### src/rtl/adam_block_sequencer.sv
// Adam block sequencer: turns one block read/write into SECTORS_PER_BLOCK flush/load/transfer passes on the sector loader.
// Latency: flush + load per sector; reads stream 1 byte per 2 cycles, writes 1 byte per cycle.
// Backpressure: rd_valid/rd_ready and wr_valid/wr_ready; ADAM_SEQ_SKIP_RELOAD_EN lets a read reuse the resident sector.
module adam_block_sequencer #(
  parameter int RETRY_CYCLES      = 4096,
  parameter int SECTORS_PER_BLOCK = 2
) (
  input  logic        clk,
  input  logic        reset,
  input  logic        req_rd,
  input  logic        req_wr,
  input  logic [31:0] req_block,
  output logic        busy,
  output logic        done,
  output logic        error,
  output logic [7:0]  rd_data,
  output logic        rd_valid,
  input  logic        rd_ready,
  input  logic [7:0]  wr_data,
  input  logic        wr_valid,
  output logic        wr_ready,
  input  logic        disk_present,
  output logic [31:0] disk_sector,
  output logic        disk_load,
  input  logic        disk_sector_loaded,
  output logic [8:0]  disk_addr,
  output logic        disk_wr,
  output logic        disk_flush,
  input  logic        disk_error,
  output logic [7:0]  disk_din,
  input  logic [7:0]  disk_data
);
  localparam int          RW        = $clog2(RETRY_CYCLES + 1);
  localparam logic [31:0] SPB       = 32'(SECTORS_PER_BLOCK);
  localparam logic [1:0]  LAST_SIDX = 2'(SECTORS_PER_BLOCK - 1);

  typedef enum logic [2:0] {IDLE, FLUSH, LOAD, DROP, XFER, COMMIT, DONE} state_t;

  state_t        state;
  logic          op_wr;
  logic [31:0]   base;
  logic [31:0]   cur_sector;
  logic          cur_valid;
  logic [1:0]    sidx;
  logic [8:0]    cnt;
  logic [RW-1:0] retry;
  logic          fcnt;
  logic          dcnt;
  logic          err_acc;
  logic [31:0]   start_sector;
  logic          skip_start;
  logic          skip_next;

  assign start_sector = req_block * SPB;
  assign rd_data      = disk_data;

`ifdef ADAM_SEQ_SKIP_RELOAD_EN
  logic [31:0] next_sector;
  assign next_sector = base + 32'(sidx) + 32'd1;
  assign skip_start  = req_rd && cur_valid && (cur_sector == start_sector);
  assign skip_next   = !op_wr && cur_valid && (cur_sector == next_sector);
`else
  assign skip_start  = 1'b0;
  assign skip_next   = 1'b0;
`endif

  always_ff @(posedge clk) begin
    if (reset) begin
      state       <= IDLE;
      busy        <= 1'b0;
      done        <= 1'b0;
      error       <= 1'b0;
      rd_valid    <= 1'b0;
      wr_ready    <= 1'b0;
      disk_load   <= 1'b0;
      disk_wr     <= 1'b0;
      disk_flush  <= 1'b0;
      disk_sector <= '0;
      disk_addr   <= '0;
      disk_din    <= '0;
      cur_valid   <= 1'b0;
      cur_sector  <= '0;
      op_wr       <= 1'b0;
      base        <= '0;
      sidx        <= '0;
      cnt         <= '0;
      retry       <= '0;
      fcnt        <= 1'b0;
      dcnt        <= 1'b0;
      err_acc     <= 1'b0;
    end else begin
      done    <= 1'b0;
      disk_wr <= 1'b0;
      if (state != IDLE) err_acc <= err_acc | disk_error;
      case (state)
        IDLE: if (req_rd || req_wr) begin
          if ((req_rd && req_wr) || !disk_present) begin
            done  <= 1'b1;
            error <= 1'b1;
          end else begin
            op_wr   <= req_wr;
            base    <= start_sector;
            sidx    <= '0;
            busy    <= 1'b1;
            error   <= 1'b0;
            err_acc <= disk_error;
            if (skip_start) begin
              state       <= XFER;
              cnt         <= '0;
              disk_addr   <= '0;
              disk_sector <= start_sector;
            end else if (cur_valid) begin
              state <= FLUSH;
            end else begin
              state       <= LOAD;
              disk_load   <= 1'b1;
              disk_sector <= start_sector;
              retry       <= '0;
            end
          end
        end
        // First cycle raises flush; exit needs a second held cycle and the loader idle.
        FLUSH, COMMIT: begin
          if (!disk_flush) begin
            disk_flush  <= 1'b1;
            disk_sector <= cur_sector;
            fcnt        <= 1'b0;
          end else begin
            fcnt <= 1'b1;
            if (fcnt && !disk_sector_loaded) begin
              disk_flush <= 1'b0;
              if (state == FLUSH) begin
                state       <= LOAD;
                disk_load   <= 1'b1;
                disk_sector <= base + 32'(sidx);
                retry       <= '0;
              end else if (sidx == LAST_SIDX) begin
                state <= DONE;
              end else begin
                sidx  <= sidx + 2'd1;
                state <= skip_next ? XFER : FLUSH;
                cnt   <= '0;
              end
            end
          end
        end
        LOAD: begin
          if (disk_sector_loaded) begin
            disk_load  <= 1'b0;
            cur_sector <= disk_sector;
            cur_valid  <= 1'b1;
            cnt        <= '0;
            disk_addr  <= '0;
            rd_valid   <= 1'b0;
            wr_ready   <= op_wr;
            state      <= XFER;
          end else if (retry == RW'(RETRY_CYCLES - 1)) begin
            disk_load <= 1'b0;
            dcnt      <= 1'b0;
            state     <= DROP;
          end else begin
            retry <= retry + RW'(1);
          end
        end
        // Two low cycles on disk_load release a loader stuck after write-back.
        DROP: begin
          if (dcnt) begin
            disk_load <= 1'b1;
            retry     <= '0;
            state     <= LOAD;
          end else begin
            dcnt <= 1'b1;
          end
        end
        XFER: begin
          if (op_wr) begin
            if (wr_valid && wr_ready) begin
              disk_wr   <= 1'b1;
              disk_din  <= wr_data;
              disk_addr <= cnt;
              if (cnt == 9'd511) begin
                wr_ready <= 1'b0;
                state    <= COMMIT;
              end else begin
                cnt <= cnt + 9'd1;
              end
            end
          end else if (!rd_valid) begin
            rd_valid <= 1'b1;
          end else if (rd_ready) begin
            rd_valid <= 1'b0;
            if (cnt == 9'd511) begin
              if (sidx == LAST_SIDX) begin
                state <= DONE;
              end else begin
                sidx      <= sidx + 2'd1;
                state     <= skip_next ? XFER : FLUSH;
                cnt       <= '0;
                disk_addr <= '0;
              end
            end else begin
              cnt       <= cnt + 9'd1;
              disk_addr <= cnt + 9'd1;
            end
          end
        end
        DONE: begin
          done  <= 1'b1;
          error <= err_acc | disk_error;
          busy  <= 1'b0;
          state <= IDLE;
        end
        default: state <= IDLE;
      endcase
    end
  end
endmodule

### config.mk
export PLATFORM = sky130hd
export DESIGN_NAME = adam_block_sequencer
export DESIGN_NICKNAME = d
export VERILOG_FILES = /design/src/rtl/adam_block_sequencer.sv
export SDC_FILE = /design/constraint.sdc
export NUM_CORES = 1
export LEC_CHECK = 0
export BUFFER_PORTS_ARGS = -buffer_cell sky130_fd_sc_hd__buf_2
export CORE_MARGIN = 2
export CORE_UTILIZATION = 30
export CTS_CLUSTER_DIAMETER = 150
export DETAILED_ROUTE_END_ITERATION = 10
export MAX_ROUTING_LAYER = met4
export PLACE_DENSITY = 0.49
export SYNTH_ARGS = -nofsm -noshare
export SYNTH_HDL_FRONTEND = slang
export SYNTH_SLANG_ARGS = --single-unit
### constraint.sdc
create_clock -name clk -period 6.8 [get_ports clk]
set_input_delay 0.34 -clock clk [delete_from_list [all_inputs] [get_ports clk]]
set_output_delay 0.34 -clock clk [all_outputs]
set_load 0.01 [all_outputs]
==> impl_summary.log <==
[metrics] number of global-route vias before repair: 6745
[metrics] Internal: 1.89 mW
[metrics] arrival time worst endpoint: 3.45 ns
[metrics] number of placement rows: 58
[metrics] primary flip-flop cell chosen by synthesis mapping: dfxtp_1
[metrics] Core Box Area: 25300 sq um
[metrics] starting density of the core: 30.6%
[metrics] Area growth, synth to finish: 16.0%
[metrics] pin count of the biggest net entering global routing: 86
[metrics] fraction of layout instances using a drive strength above 1: 15.9%
[metrics] drt first-iter violations: 386
[metrics] Critical Path Source: state[0]
[metrics] buffers inserted during post-CTS setup optimization: 0
[metrics] Worst-Skew Late Latency: 0.43 ns
[metrics] slack of the worst reg-to-reg path: 3.68 ns
[metrics] final std cell area, no fill: 8960 sq um
[metrics] Setup crit start kind: register
[metrics] post-synthesis sequential element count: 152
[metrics] TritonCTS sink count: 152
[metrics] net switching share of the total power: 37.4%
[metrics] maximum ir drop on the vdd rail: 200 uV
[metrics] crit path setup slack, layout: 3.68 ns
[metrics] IO buf count: 104
[metrics] dpl cell area: 8370 sq um
[metrics] CTS Hold Buffers Added: 0
[metrics] overall power: 3.02 mW
[metrics] CTS H-tree lvls: 4
[metrics] distinct cell type count of the synthesized netlist: 66
[metrics] largest fanout on the critical path: 35
[metrics] wire length of the first global-routing pass: 36.5 mm
[metrics] total of max-cap violations: 0
[metrics] pre-CTS setup slack: 3.67 ns
[metrics] Final Skew: 0.0109 ns
[metrics] ANT nets after route: 0
[metrics] Final Max Tran Viols: 0
[metrics] Global Route Usage Sum: 17.5%
[metrics] worst setup path end: disk_sector[31]
[metrics] achievable clock frequency: 321 MHz
[metrics] relative slew slack: 23.8%
[metrics] post-cts repair resize count: 0
[metrics] clock slew at reported path FFs: 0.06 ns
[metrics] logic gate share of total power: 29.0%
[metrics] detailed-route DRC error count: 0
[metrics] required time at the endpoint of the critical path: 7.14 ns
[metrics] I/O Pins: 122
[metrics] routed vias: 7284
[metrics] number of failing setup endpoints in the final timing report: 0
[metrics] number of filler cells placed in the layout: 2727
[metrics] final wirelength: 22.8 mm
[metrics] Setup TNS Final: 0 ns
[metrics] Mapped Avg Cell Area: 7.65 sq um
[metrics] average via count per standard cell: 5.21
[metrics] nets in the synthesized netlist: 1074
[metrics] Hold Vio Cnt, Final: 0
[metrics] Clk pwr share: 31.8%
[metrics] Syn Inst Count: 1010
[metrics] length of the first detailed-routing pass in iterations: 5
[metrics] sequential group share of total power: 39.2%
[metrics] wire per inst: 16.3 um
[metrics] CTS tree: done
[metrics] path type of the worst min-delay path: in -> reg
[metrics] Tmin final: 3.12 ns
[metrics] die extent in x: 164 um
[metrics] RSZ-0062 raised after global routing: false
[metrics] number of enable flip-flop cells after synthesis: 0
[metrics] cell area after synthesis: 7720 sq um
[metrics] leakage dissipation: 3.11 nW
[metrics] share of the yosys chip area belonging to registers: 39.4%
[metrics] overall die area: 27000 sq um
[metrics] PwrDens: 337 nW/um^2
[metrics] Final nets: 1117
[metrics] number of clock buffers inserted by TritonCTS: 17
[metrics] reg-to-reg critical path startpoint: state[0]
[metrics] die outline height: 164 um
[metrics] initial antenna violation count: 1
[metrics] HPWL after detailed placement: 14.4 mm
[metrics] aggregate global routing overflow: 0
[metrics] run status: completed
[metrics] switching power of the nets: 1.13 mW
[metrics] Synth Warn #: 0
[metrics] worst reg-to-reg path cell count: 6
[metrics] transition at the pin with the smallest max-transition slack: 1.14 ns
[metrics] Crit Reg-Reg Endpoint: disk_sector[31]
[metrics] number of buffers on the longest clock path: 2
[metrics] period utilization: 45.9%
[metrics] fraction of registers with async set or reset after synthesis: 0%
[metrics] root cell of the clock tree: clkbuf_16
[metrics] Worst Setup End Kind: register
[metrics] critical path type: reg -> reg
[metrics] final estimated routing congestion in global placement: 0.788
[layout make-up]
type,instances,area [sq um],area share [%]
clock buffers,19,443,4.94
flip-flops and latches,152,3040,34.0
repair buffers,112,583,6.51
multi-input cells,757,4280,47.7
well taps,330,413,4.61
diodes,1,2.50,0.0279
clock inverters,13,146,1.63
inverters,13,48.8,0.545
[Yosys cell counts (all sizes together), types with 11 or more instances]
cell | instances | area, sq um
o21ai | 56 | 280
buf | 21 | 123
clkbuf | 67 | 251
dfxtp | 152 | 3040
nor2 | 48 | 180
nand3 | 37 | 190
or4 | 12 | 90.1
nor3b | 19 | 143
a311oi | 14 | 129
a31oi | 11 | 68.8
a211oi | 16 | 125
nand2 | 196 | 736
inv | 12 | 45.0
nand4 | 16 | 100
nor3 | 26 | 130
a21oi | 141 | 706
[flip-flops by register name, summed over array words and instances, names as in the netlist, 2 cells and up]
signal	flops
retry	13
disk_sector	32
base	31
cur_sector	32
state	3
cnt	9
sidx	2
disk_addr	9
disk_din	8
[cells in the final DEF, fill, tap and decap left out, types with 4 or more instances in the layout]
master	instances
nand3_1	36
clkinvlp_4	4
buf_2	103
nand4_1	16
nor3_1	26
o31a_1	5
a211o_1	6
o31ai_1	8
and3_1	7
a211oi_1	15
clkbuf_16	17
o21a_1	6
o2bb2ai_1	5
mux2_2	6
nor2_1	48
or3_1	6
a31oi_1	11
or4_1	12
dfxtp_1	151
buf_4	9
and4_1	10
o21ai_0	55
and2_1	6
nor4_1	10
nor2b_1	9
nor3b_1	19
a311oi_1	13
o221a_2	4
ha_1	7
o211ai_1	4
inv_1	12
xor2_1	8
nand2_1	195
nand3b_1	5
xnor2_1	7
nand2b_1	5
a21oi_1	141
[logic make-up after synthesis]
family,share of synthesized area [%]
mux,1.26
buf+inv,5.48
flops,39.4
simple gates,26.6
fa+ha+maj,1.26
xor+xnor,1.70
compound gates,24.3
[critical path, cell delays in order (launching register included)]
cell and delay, ns:
dfxtp_1 0.90, nor3_1 0.29, nand3_1 0.16, buf_4 0.40
a2bb2oi_1 0.84, a211oi_1 0.12, a311oi_1 0.29
[worst min path at each step]
stage	from	endpoint	slack, ns	cells past startpoint
2_1_floorplan	cur_sector[12]	cur_sector[12]	0.43	2
3_3_place_gp	cur_sector[16]	cur_sector[16]	0.44	2
5_1_grt	wr_data[2]	disk_din[2]	0.15	3
4_1_cts	wr_data[0]	disk_din[0]	0.14	3
6_report	wr_data[0]	disk_din[0]	0.15	3
3_5_place_dp	cur_sector[20]	cur_sector[20]	0.44	2
[power groups by stage]
stage	combinational [mW]	clock [mW]	sequential, mW
2_1_floorplan	0.607	0	1.17
3_3_place_gp	0.885	0	1.20
3_5_place_dp	0.888	0	1.20
4_1_cts	0.891	0.987	1.18
5_1_grt	0.980	1.03	1.21
6_report	0.877	0.959	1.18
[layer usage]
metal | routed length [um] | track usage [%]
met3 | 1020 | 3.79
met1 | 11200 | 23.3
met4 | 177 | 3.64
met2 | 10400 | 27.5
met5 | 0 | -
[through the flow]
step	cells	utilization [%]	hold slack, ns
after floorplan	1010	-	0.432
after global placement	1364	33.1	0.437
after detailed placement	1364	33.1	0.443
after CTS	1396	35.5	0.140
after global routing	1397	35.5	0.149
final	1397	35.5	0.149
Power figures use the tool's default switching activity.
